<file path="config.mk">
export PLATFORM = sky130hd
export DESIGN_NAME = id_ex_stage_reg
export DESIGN_NICKNAME = d
export VERILOG_FILES = /design/src/rtl/pipeline_pkg.sv /design/src/rtl/skid_buffer.sv /design/src/rtl/id_ex_stage_reg.sv
export SDC_FILE = /design/constraint.sdc
export NUM_CORES = 1
export LEC_CHECK = 0
export BUFFER_PORTS_ARGS = -buffer_cell sky130_fd_sc_hd__clkbuf_2
export CAP_MARGIN = 30
export CORE_MARGIN = 3
export CORE_UTILIZATION = 37
export CTS_BUF_LIST = sky130_fd_sc_hd__clkbuf_8
export DETAILED_ROUTE_END_ITERATION = 8
export GPL_TIMING_DRIVEN = 1
export PLACE_DENSITY_LB_ADDON = 0.25
export SYNTH_ARGS = -nofsm -noshare
export SYNTH_HDL_FRONTEND = slang
export SYNTH_HIERARCHICAL = 1
export SYNTH_SLANG_ARGS = --single-unit
</file>
<file path="constraint.sdc">
create_clock -name clk -period 3 [get_ports clk]
set_input_delay 0.15 -clock clk [delete_from_list [all_inputs] [get_ports clk]]
set_output_delay 0.15 -clock clk [all_outputs]
set_load 0.05 [all_outputs]
</file>
<file path="src/rtl/pipeline_pkg.sv">
// Shared types for the Decode -> Execute boundary: control bundle, skid
// buffer states and the packed payload width.
package pipeline_pkg;

  typedef enum logic [1:0] {
    SRC_A_PC     = 2'd0,
    SRC_A_OLD_PC = 2'd1,
    SRC_A_RD1    = 2'd2,
    SRC_A_ZERO   = 2'd3
  } alu_src_a_t;

  typedef enum logic [1:0] {
    SRC_B_RD2  = 2'd0,
    SRC_B_IMM  = 2'd1,
    SRC_B_FOUR = 2'd2,
    SRC_B_RSVD = 2'd3
  } alu_src_b_t;

  typedef enum logic [1:0] {
    RES_ALU = 2'd0,
    RES_MEM = 2'd1,
    RES_PC4 = 2'd2,
    RES_IMM = 2'd3
  } result_src_t;

  typedef enum logic {
    ADR_PC     = 1'b0,
    ADR_RESULT = 1'b1
  } adr_src_t;

  typedef enum logic [1:0] {
    PC_PLUS4  = 2'd0,
    PC_BRANCH = 2'd1,
    PC_JALR   = 2'd2,
    PC_RSVD   = 2'd3
  } pc_src_t;

  typedef struct packed {
    alu_src_a_t  alu_src_a;
    alu_src_b_t  alu_src_b;
    result_src_t result_src;
    adr_src_t    adr_src;
    pc_src_t     pc_src;
    logic        pc_update;
    logic        branch;
    logic [3:0]  mem_write;
    logic [3:0]  mem_write_byte_address;
    logic        reg_write;
    logic [3:0]  alu_control;
    logic [2:0]  funct3;
    logic [6:0]  funct7;
  } id_ex_ctrl_t;

  typedef enum logic [1:0] {
    EMPTY = 2'd0,
    HALF  = 2'd1,
    FULL  = 2'd2
  } skid_state_t;

  localparam int unsigned CTRL_W = $bits(id_ex_ctrl_t);

  // ctrl + rd1 + rd2 + imm + pc + rd_addr
  function automatic int unsigned payload_w(int unsigned xlen, int unsigned reg_addr_w);
    return CTRL_W + 4 * xlen + reg_addr_w;
  endfunction

  localparam int unsigned ID_EX_PAYLOAD_W = payload_w(32, 5);

endpackage

</file>
<file path="src/rtl/skid_buffer.sv">
// Generic valid/ready register stage. SKID_EN=1 gives a two-entry elastic
// buffer whose upstream ready comes straight from a flop; SKID_EN=0 is a
// single register with a combinational ready.
//
// state | meaning
// EMPTY | nothing held, out_valid_o=0
// HALF  | main register holds the entry presented downstream
// FULL  | main presented, skid holds the next entry, upstream stalled
module skid_buffer
  import pipeline_pkg::*;
#(
  parameter int unsigned W       = 8,
  parameter bit          SKID_EN = 1'b1
) (
  input  logic         clk,
  input  logic         reset_n,
  input  logic         flush,
  input  logic         in_valid_i,
  output logic         in_ready_o,
  input  logic [W-1:0] in_data_i,
  output logic         out_valid_o,
  input  logic         out_ready_i,
  output logic [W-1:0] out_data_o
);

  if (SKID_EN) begin : g_skid
    skid_state_t  state_q, state_d;
    logic [W-1:0] main_q, main_d;
    logic [W-1:0] skid_q, skid_d;
    logic         ready_q;
    logic         xfer_in, xfer_out;

    assign xfer_in  = in_valid_i & ready_q;
    assign xfer_out = (state_q != EMPTY) & out_ready_i;

    // Next state and register loads; flush wins and leaves payload untouched.
    always_comb begin
      state_d = state_q;
      main_d  = main_q;
      skid_d  = skid_q;
      if (flush) begin
        state_d = EMPTY;
      end else begin
        case (state_q)
          EMPTY: begin
            if (xfer_in) begin
              state_d = HALF;
              main_d  = in_data_i;
            end
          end
          HALF: begin
            if (xfer_in && xfer_out) begin
              main_d = in_data_i;
            end else if (xfer_in) begin
              state_d = FULL;
              skid_d  = in_data_i;
            end else if (xfer_out) begin
              state_d = EMPTY;
            end
          end
          FULL: begin
            if (xfer_out) begin
              state_d = HALF;
              main_d  = skid_q;
            end
          end
          default: state_d = EMPTY;
        endcase
      end
    end

    // State, payload and the look-ahead ready flop.
    always_ff @(posedge clk or negedge reset_n) begin
      if (!reset_n) begin
        state_q <= EMPTY;
        main_q  <= '0;
        skid_q  <= '0;
        ready_q <= 1'b0;
      end else begin
        state_q <= state_d;
        main_q  <= main_d;
        skid_q  <= skid_d;
        ready_q <= (state_d != FULL);
      end
    end

    assign in_ready_o  = ready_q;
    assign out_valid_o = (state_q != EMPTY);
    assign out_data_o  = main_q;
  end else begin : g_single
    logic         valid_q;
    logic [W-1:0] data_q;
    logic         xfer_in;

    assign in_ready_o = ~valid_q | out_ready_i;
    assign xfer_in    = in_valid_i & in_ready_o;

    // Single holding register; accepted entries during flush are dropped.
    always_ff @(posedge clk or negedge reset_n) begin
      if (!reset_n) begin
        valid_q <= 1'b0;
        data_q  <= '0;
      end else begin
        if (flush) begin
          valid_q <= 1'b0;
        end else if (xfer_in) begin
          valid_q <= 1'b1;
        end else if (valid_q && out_ready_i) begin
          valid_q <= 1'b0;
        end
        if (xfer_in && !flush) begin
          data_q <= in_data_i;
        end
      end
    end

    assign out_valid_o = valid_q;
    assign out_data_o  = data_q;
  end

endmodule

</file>
<file path="src/rtl/id_ex_stage_reg.sv">
// Decode -> Execute pipeline register: packs the decoded bundle into a skid
// buffer and counts cycles where Execute was ready but had nothing to do.
module id_ex_stage_reg
  import pipeline_pkg::*;
#(
  parameter int unsigned XLEN       = 32,
  parameter int unsigned REG_ADDR_W = 5,
  parameter bit          SKID_EN    = 1'b1,
  parameter int unsigned CNT_W      = 16
) (
  input  logic                  clk,
  input  logic                  reset_n,
  input  logic                  flush,
  input  logic                  id_valid,
  output logic                  id_ready,
  input  id_ex_ctrl_t           id_ctrl,
  input  logic [XLEN-1:0]       id_rd1,
  input  logic [XLEN-1:0]       id_rd2,
  input  logic [XLEN-1:0]       id_imm,
  input  logic [XLEN-1:0]       id_pc,
  input  logic [REG_ADDR_W-1:0] id_rd_addr,
  output logic                  ex_valid,
  input  logic                  ex_ready,
  output id_ex_ctrl_t           ex_ctrl,
  output logic [XLEN-1:0]       ex_rd1,
  output logic [XLEN-1:0]       ex_rd2,
  output logic [XLEN-1:0]       ex_imm,
  output logic [XLEN-1:0]       ex_pc,
  output logic [REG_ADDR_W-1:0] ex_rd_addr,
  output logic [CNT_W-1:0]      bubble_cnt
);

  localparam int unsigned PW = payload_w(XLEN, REG_ADDR_W);

  logic [PW-1:0]    in_payload;
  logic [PW-1:0]    out_payload;
  logic [CNT_W-1:0] bubble_q, bubble_d;

  assign in_payload = {id_ctrl, id_rd1, id_rd2, id_imm, id_pc, id_rd_addr};
  assign {ex_ctrl, ex_rd1, ex_rd2, ex_imm, ex_pc, ex_rd_addr} = out_payload;

  skid_buffer #(
    .W       (PW),
    .SKID_EN (SKID_EN)
  ) u_skid (
    .clk         (clk),
    .reset_n     (reset_n),
    .flush       (flush),
    .in_valid_i  (id_valid),
    .in_ready_o  (id_ready),
    .in_data_i   (in_payload),
    .out_valid_o (ex_valid),
    .out_ready_i (ex_ready),
    .out_data_o  (out_payload)
  );

  // Count idle Execute cycles, stop at all-ones, ignore redirect cycles.
  always_comb begin
    bubble_d = bubble_q;
    if (ex_ready && !ex_valid && !flush && (bubble_q != {CNT_W{1'b1}})) begin
      bubble_d = bubble_q + CNT_W'(1);
    end
  end

  // Bubble counter register.
  always_ff @(posedge clk or negedge reset_n) begin
    if (!reset_n) begin
      bubble_q <= '0;
    end else begin
      bubble_q <= bubble_d;
    end
  end

  assign bubble_cnt = bubble_q;

endmodule

</file>
== After elaboration in Yosys (flattened, before gate mapping) ==
Cells that the tools add are included.

* Add/sub/neg operators: 1
* Eq/ne operators: 7
* Muxes and demuxes: 11
* Bitwise gates (word level): 4
* Reductions and logical operators: 11

{| class="wikitable"
|+ Operators by type and width
! cell !! number
|-
| 167-bit two-way mux || 3
|-
| 167-bit case mux with 3 select lines || 1
|-
| 16-bit by 1-bit adder with 16-bit output (second input constant) || 1
|-
| 16-bit != test (second input constant) || 1
|-
| 2-bit two-way mux || 6
|-
| 2-bit by 1-bit != test with 1-bit output (second input constant) || 3
|-
| 2-bit case mux with 3 select lines || 1
|-
| 5-bit AND reduction || 1
|-
| 1-bit logical AND || 4
|-
| 4-bit AND reduction || 1
|-
| 3-bit nonzero test || 1
|-
| 1-bit AND || 2
|-
| 2-bit by 1-bit == test with 1-bit output (second input constant) || 1
|-
| 2-bit == test (second input constant) || 1
|-
| 1-bit logical NOT || 2
|-
| 2-bit logical NOT || 1
|-
| 2-bit != test (second input constant) || 1
|-
| 1-bit NOT || 2
|-
| 2-bit nonzero test || 1
|}

* Register bits: 353
* Output and inout bits: 185

== Logic depth before layout (Yosys ltp) ==
* Depth after elaboration: 8
* Gate-level depth with buffers: 7
* Gate-level depth less buffers: 5

== Cells and area by module ==
Netlist, hierarchy kept.

{| class="wikitable"
|+ Modules (own cells, without submodules)
! module !! instances !! cells each !! area each (µm²) !! sequential area each (µm²)
|-
| skid_buffer || 1 || 1281 || 14406.3 || 8433.1
|-
| id_ex_stage_reg || 1 || 74 || 789.5 || 400.4
|}

== Worst setup path before layout ==
OpenSTA, ideal clock, no wires.

* Path kind: reg-to-reg
* Start: register bubble_q[0], in the netlist bubble_cnt[0]
* End: register bubble_q[1], in the netlist bubble_cnt[1]
* Setup time: 0.125 ns
* Arrival time: 2.173 ns
* Required time: 2.875 ns
* Path slack: 0.702 ns
* Cell stages (with the launch flop): 7
* Clock period less this slack: 2.298 ns
* Cells stage by stage: dfrtp_1 ha_1 nand3_1 or4_1 buf_2 and2_4 mux2_4

* Longest elaborated chain between the ends: 2
* Elaborated cells on any way between the ends: 3
* Those cells by class: 1 x add/sub; 1 x eq/ne; 1 x reduce/logical

{| class="wikitable"
|+ Ends and longest elaborated chain
! what !! line !! source
|-
| start: declaration || id_ex_stage_reg.sv:37 || <nowiki>logic [CNT_W-1:0] bubble_q, bubble_d;</nowiki>
|-
| start signal: assignment || id_ex_stage_reg.sv:70 || <nowiki>bubble_q <= bubble_d;</nowiki>
|-
| parallel branches: the longest is 2 deep, another holds 16-bit by 1-bit adder with 16-bit output || - ||
|}

Parallel ways; which one is timed is not known.
A chain may end at the register's enable or synchronous reset.

== Worst setup path after layout ==
* Start: register u_skid.g_skid.state_q[1]
* End: register u_skid.g_skid.skid_q[110]

* Longest elaborated chain between the ends: 5
* Elaborated cells on any way between the ends: 6
* Those cells by class: 1 x eq/ne; 2 x bitwise; 3 x reduce/logical

{| class="wikitable"
|+ Ends and longest elaborated chain
! what !! line !! source
|-
| start: declaration || skid_buffer.sv:27 || <nowiki>skid_state_t state_q, state_d;</nowiki>
|-
| start signal: assignment || skid_buffer.sv:80 || <nowiki>state_q <= state_d;</nowiki>
|-
| 2-bit nonzero test || skid_buffer.sv:34 || <nowiki>assign xfer_out = (state_q != EMPTY) & out_ready_i;</nowiki>
|-
| 1-bit AND || skid_buffer.sv:34 ||
|-
| 1-bit logical AND || skid_buffer.sv:52 || <nowiki>if (xfer_in && xfer_out) begin</nowiki>
|-
| 1-bit NOT (no line) || - ||
|-
| 4-bit AND reduction (no line) (*) || - ||
|-
| end signal: assignment || skid_buffer.sv:82 || <nowiki>skid_q <= skid_d;</nowiki>
|-
| end: declaration || skid_buffer.sv:29 || <nowiki>logic [W-1:0] skid_q, skid_d;</nowiki>
|}

Every way passes the cells marked *; elsewhere a longest branch is shown, timed or not.

==> results.py <==
metrics = {
    "route": {
        "drt_wl_total_mm": 40.5,
        "viasPerCell": 4.85,
        "wire_per_inst_um": 16.5,
        "drtIter0Drc": 838,
        "num_vias": 11900,
        "detail_route.first_pass.iterations": 5,
        "drc": 0,
        "postRouteAntennaNets": 0,
    },
    "floorplan": {
        "io_pins": 357,
        "die_x_um": 209,
        "coreArea_sq_mm": 0.0402,
        "dieArea_sq_mm": 0.0435,
        "rows": 73,
        "start_util": 0.378,
        "die_h_um": 209,
    },
    "clock_tree": {
        "numClockSinks": 353,
        "numCtsBuffers": 61,
        "cts_setup_buffers": 0,
        "cts_buffer_depth": 3,
        "clk_latency_ns": 0.63,
        "cts_tree": "done",
        "cts-root-buf": "clkbuf_8",
        "clk_pin_slew_ns": 0.06,
        "h-tree-depth": 2,
    },
    "final_layout": {
        "final_common_cell": "clkbuf_2",
        "drive_gt1_frac": 0.337,
        "layout_common_cells": "355 x clkbuf_2, 353 x dfrtp_1, 343 x nand2_1",
        "finalInstanceArea_sq_mm": 0.0204,
        "area_growth_syn_to_layout_pct": 34.4,
        "finalNetCount": 2054,
    },
    "pwr": {
        "power.density_mw_per_mm2": 768,
        "vdd_drop_max_mv": 0.467,
        "p_leak_nw": 10.1,
    },
    "synthesis": {
        "synth-seq-area-share": 0.581,
        "synth_edf_count": 0,
        "synth_async_sr_flop_share": 1.00,
        "synthCells": 1355,
        "ys.flop_type": "dfrtp_1",
        "syn_area_per_cell_sq_um": 11.2,
        "ys_warn_count": 6,
        "syn_area_sq_mm": 0.0152,
        "synth_seq_cells": 353,
        "syn_nets": 1528,
        "ys_types": 35,
    },
    "placement": {
        "port_buffers": 356,
        "hpwl_mm": 25.4,
        "place_congestion": 0.790,
        "placed_cell_area_sq_mm": 0.0175,
    },
    "worst_setup_path": {
        "cp_data_arrival_time_ns": 2.75,
        "end_kind": "flop",
        "critPathKind": "reg2reg",
        "cp-start-kind": "flop",
        "cp_max_fo": 33,
        "required_ns": 3.51,
    },
    "sta": {
        "worst_pin_slew_ns": 0.725,
        "period_needed_ns": 2.24,
        "setup_viol": 0,
        "fmax_ghz": 0.446,
        "finalSetupTns_ns": 0,
        "min_period_over_period": 0.747,
        "hold_viol": 0,
        "rsz0062_at_grt": "no",
        "max_slew_margin": 0.517,
        "finalMaxSlewViolations": 0,
        "clock_skew_ns": 0.0141,
    },
    "global_route": {
        "grt_pass1_wl_mm": 66.2,
        "grt-ovfl-total": 0,
        "grt_max_degree": 139,
        "grt_pass1_vias": 12300,
        "antenna_found_initial": 2,
        "grt_use_total": 0.184,
    },
    "hold_path": {
        "hp-class": "in2async",
    },
    "run": {
        "drv_cap": 0,
    },
    "status": {
        "status": "finished clean",
    },
}
==> metrics by stage <==
stage	utilization	cells	hold WS [ns]	setup slack (ns)	total power [mW]
global placement	0.434	2171	0.222	0.677	11.0
floorplan	-	1355	-0.146	0.702	9.88
global route	0.508	2449	0.180	0.670	16.5
CTS	0.508	2448	0.112	0.759	15.9
detailed placement	0.435	2172	0.231	0.781	11.1
finish	0.508	2450	0.147	0.758	15.7
==> logic make-up after synthesis <==
family / synth area share
simple gates: 0.143
compound gates: 0.0704
flops: 0.581
buf+inv: 0.0405
mux: 0.155
fa+ha+maj: 0.000823
xor+xnor: 0.00865
==> flip-flops by register name, summed over array words and instances, names as in the netlist <==
signal,cells
u_skid/g_skid.skid_q,167
u_skid/g_skid.state_q,2
u_skid/in_ready_o,1
bubble_cnt,16
u_skid/out_data_o,167
==> cells in the mapped netlist, types with 2 or more instances <==
| library cell | count | share of area |
|---|---|---|
| buf_1 | 4 | 0.00099 |
| buf_12 | 11 | 0.014 |
| nand2b_1 | 2 | 0.00082 |
| and3_1 | 3 | 0.0012 |
| mux2_4 | 120 | 0.12 |
| or3_1 | 2 | 0.00082 |
| dfrtp_1 | 353 | 0.58 |
| buf_6 | 4 | 0.0030 |
| clkbuf_1 | 39 | 0.0096 |
| mux2_2 | 49 | 0.036 |
| xnor2_1 | 5 | 0.0029 |
| nor2_1 | 171 | 0.042 |
| nand2_1 | 343 | 0.085 |
| nor3_1 | 8 | 0.0026 |
| xor2_1 | 10 | 0.0058 |
| nor4_1 | 2 | 0.00082 |
| buf_2 | 37 | 0.012 |
| nand4_1 | 5 | 0.0021 |
| nor2b_1 | 2 | 0.00082 |
| a31oi_1 | 167 | 0.069 |
| nand3_1 | 4 | 0.0013 |
==> where the power goes <==
part           leakage, nW  total, mW  internal (mW)  switching, mW
sequential            4.15       6.66           5.96          0.705
combinational         5.22       4.55           1.70           2.85
clock                0.714       4.47           2.50           1.97
==> routing by layer <==
| metal | up-vias | global-route usage | part of all wire |
|---|---|---|---|
| li1 | 5650 | - | - |
| met1 | 5797 | 0.249 | 0.44 |
| met2 | 361 | 0.291 | 0.47 |
| met3 | 70 | 0.0477 | 0.065 |
| met4 | 2 | 0.0600 | 0.022 |
| met5 | - | 0 | 0.00032 |
==> layout make-up <==
class | count | area (sq um)
Antenna cell | 2 | 5.00
Clock buffer | 72 | 991
Clock inverter | 33 | 245
Fill cell | 3629 | 19800
Inverter | 1 | 3.75
Multi-Input combinational cell | 906 | 5780
Sequential cell | 353 | 8830
Tap cell | 525 | 657
Timing Repair Buffer | 558 | 3910
==> what timing repair did <==
item,in CTS,in global routing
endpoints found under the hold margin,415,0
hold buffers,171,0
resized for setup,0,0
==> worst max-delay path: stages, from the launching register on <==
cell and delay (ns):
dfrtp_1 0.46, nand3b_4 0.20, or3_4 0.62, buf_12 0.27, buf_12 0.21, mux2_4 0.31
==> path summary, 6_finish.rpt <==
check | end | from | cells after the start | slack (ns)
setup reg to reg | u_skid/g_skid.skid_q[110] | u_skid/g_skid.state_q[1] | 5 | 0.76
setup / recovery | u_skid/g_skid.skid_q[110] | u_skid/g_skid.state_q[1] | 5 | 0.76
max in group asynchronous | u_skid/out_data_o[30] | reset_n | 3 | 1.91
hold reg to reg | u_skid/g_skid.skid_q[23] | u_skid/g_skid.skid_q[23] | 1 | 0.50
hold / removal | u_skid/out_data_o[93] | reset_n | 2 | 0.15
min in group clk | u_skid/g_skid.skid_q[49] | id_imm[12] | 3 | 0.31
(Power assumes the default switching activity.)
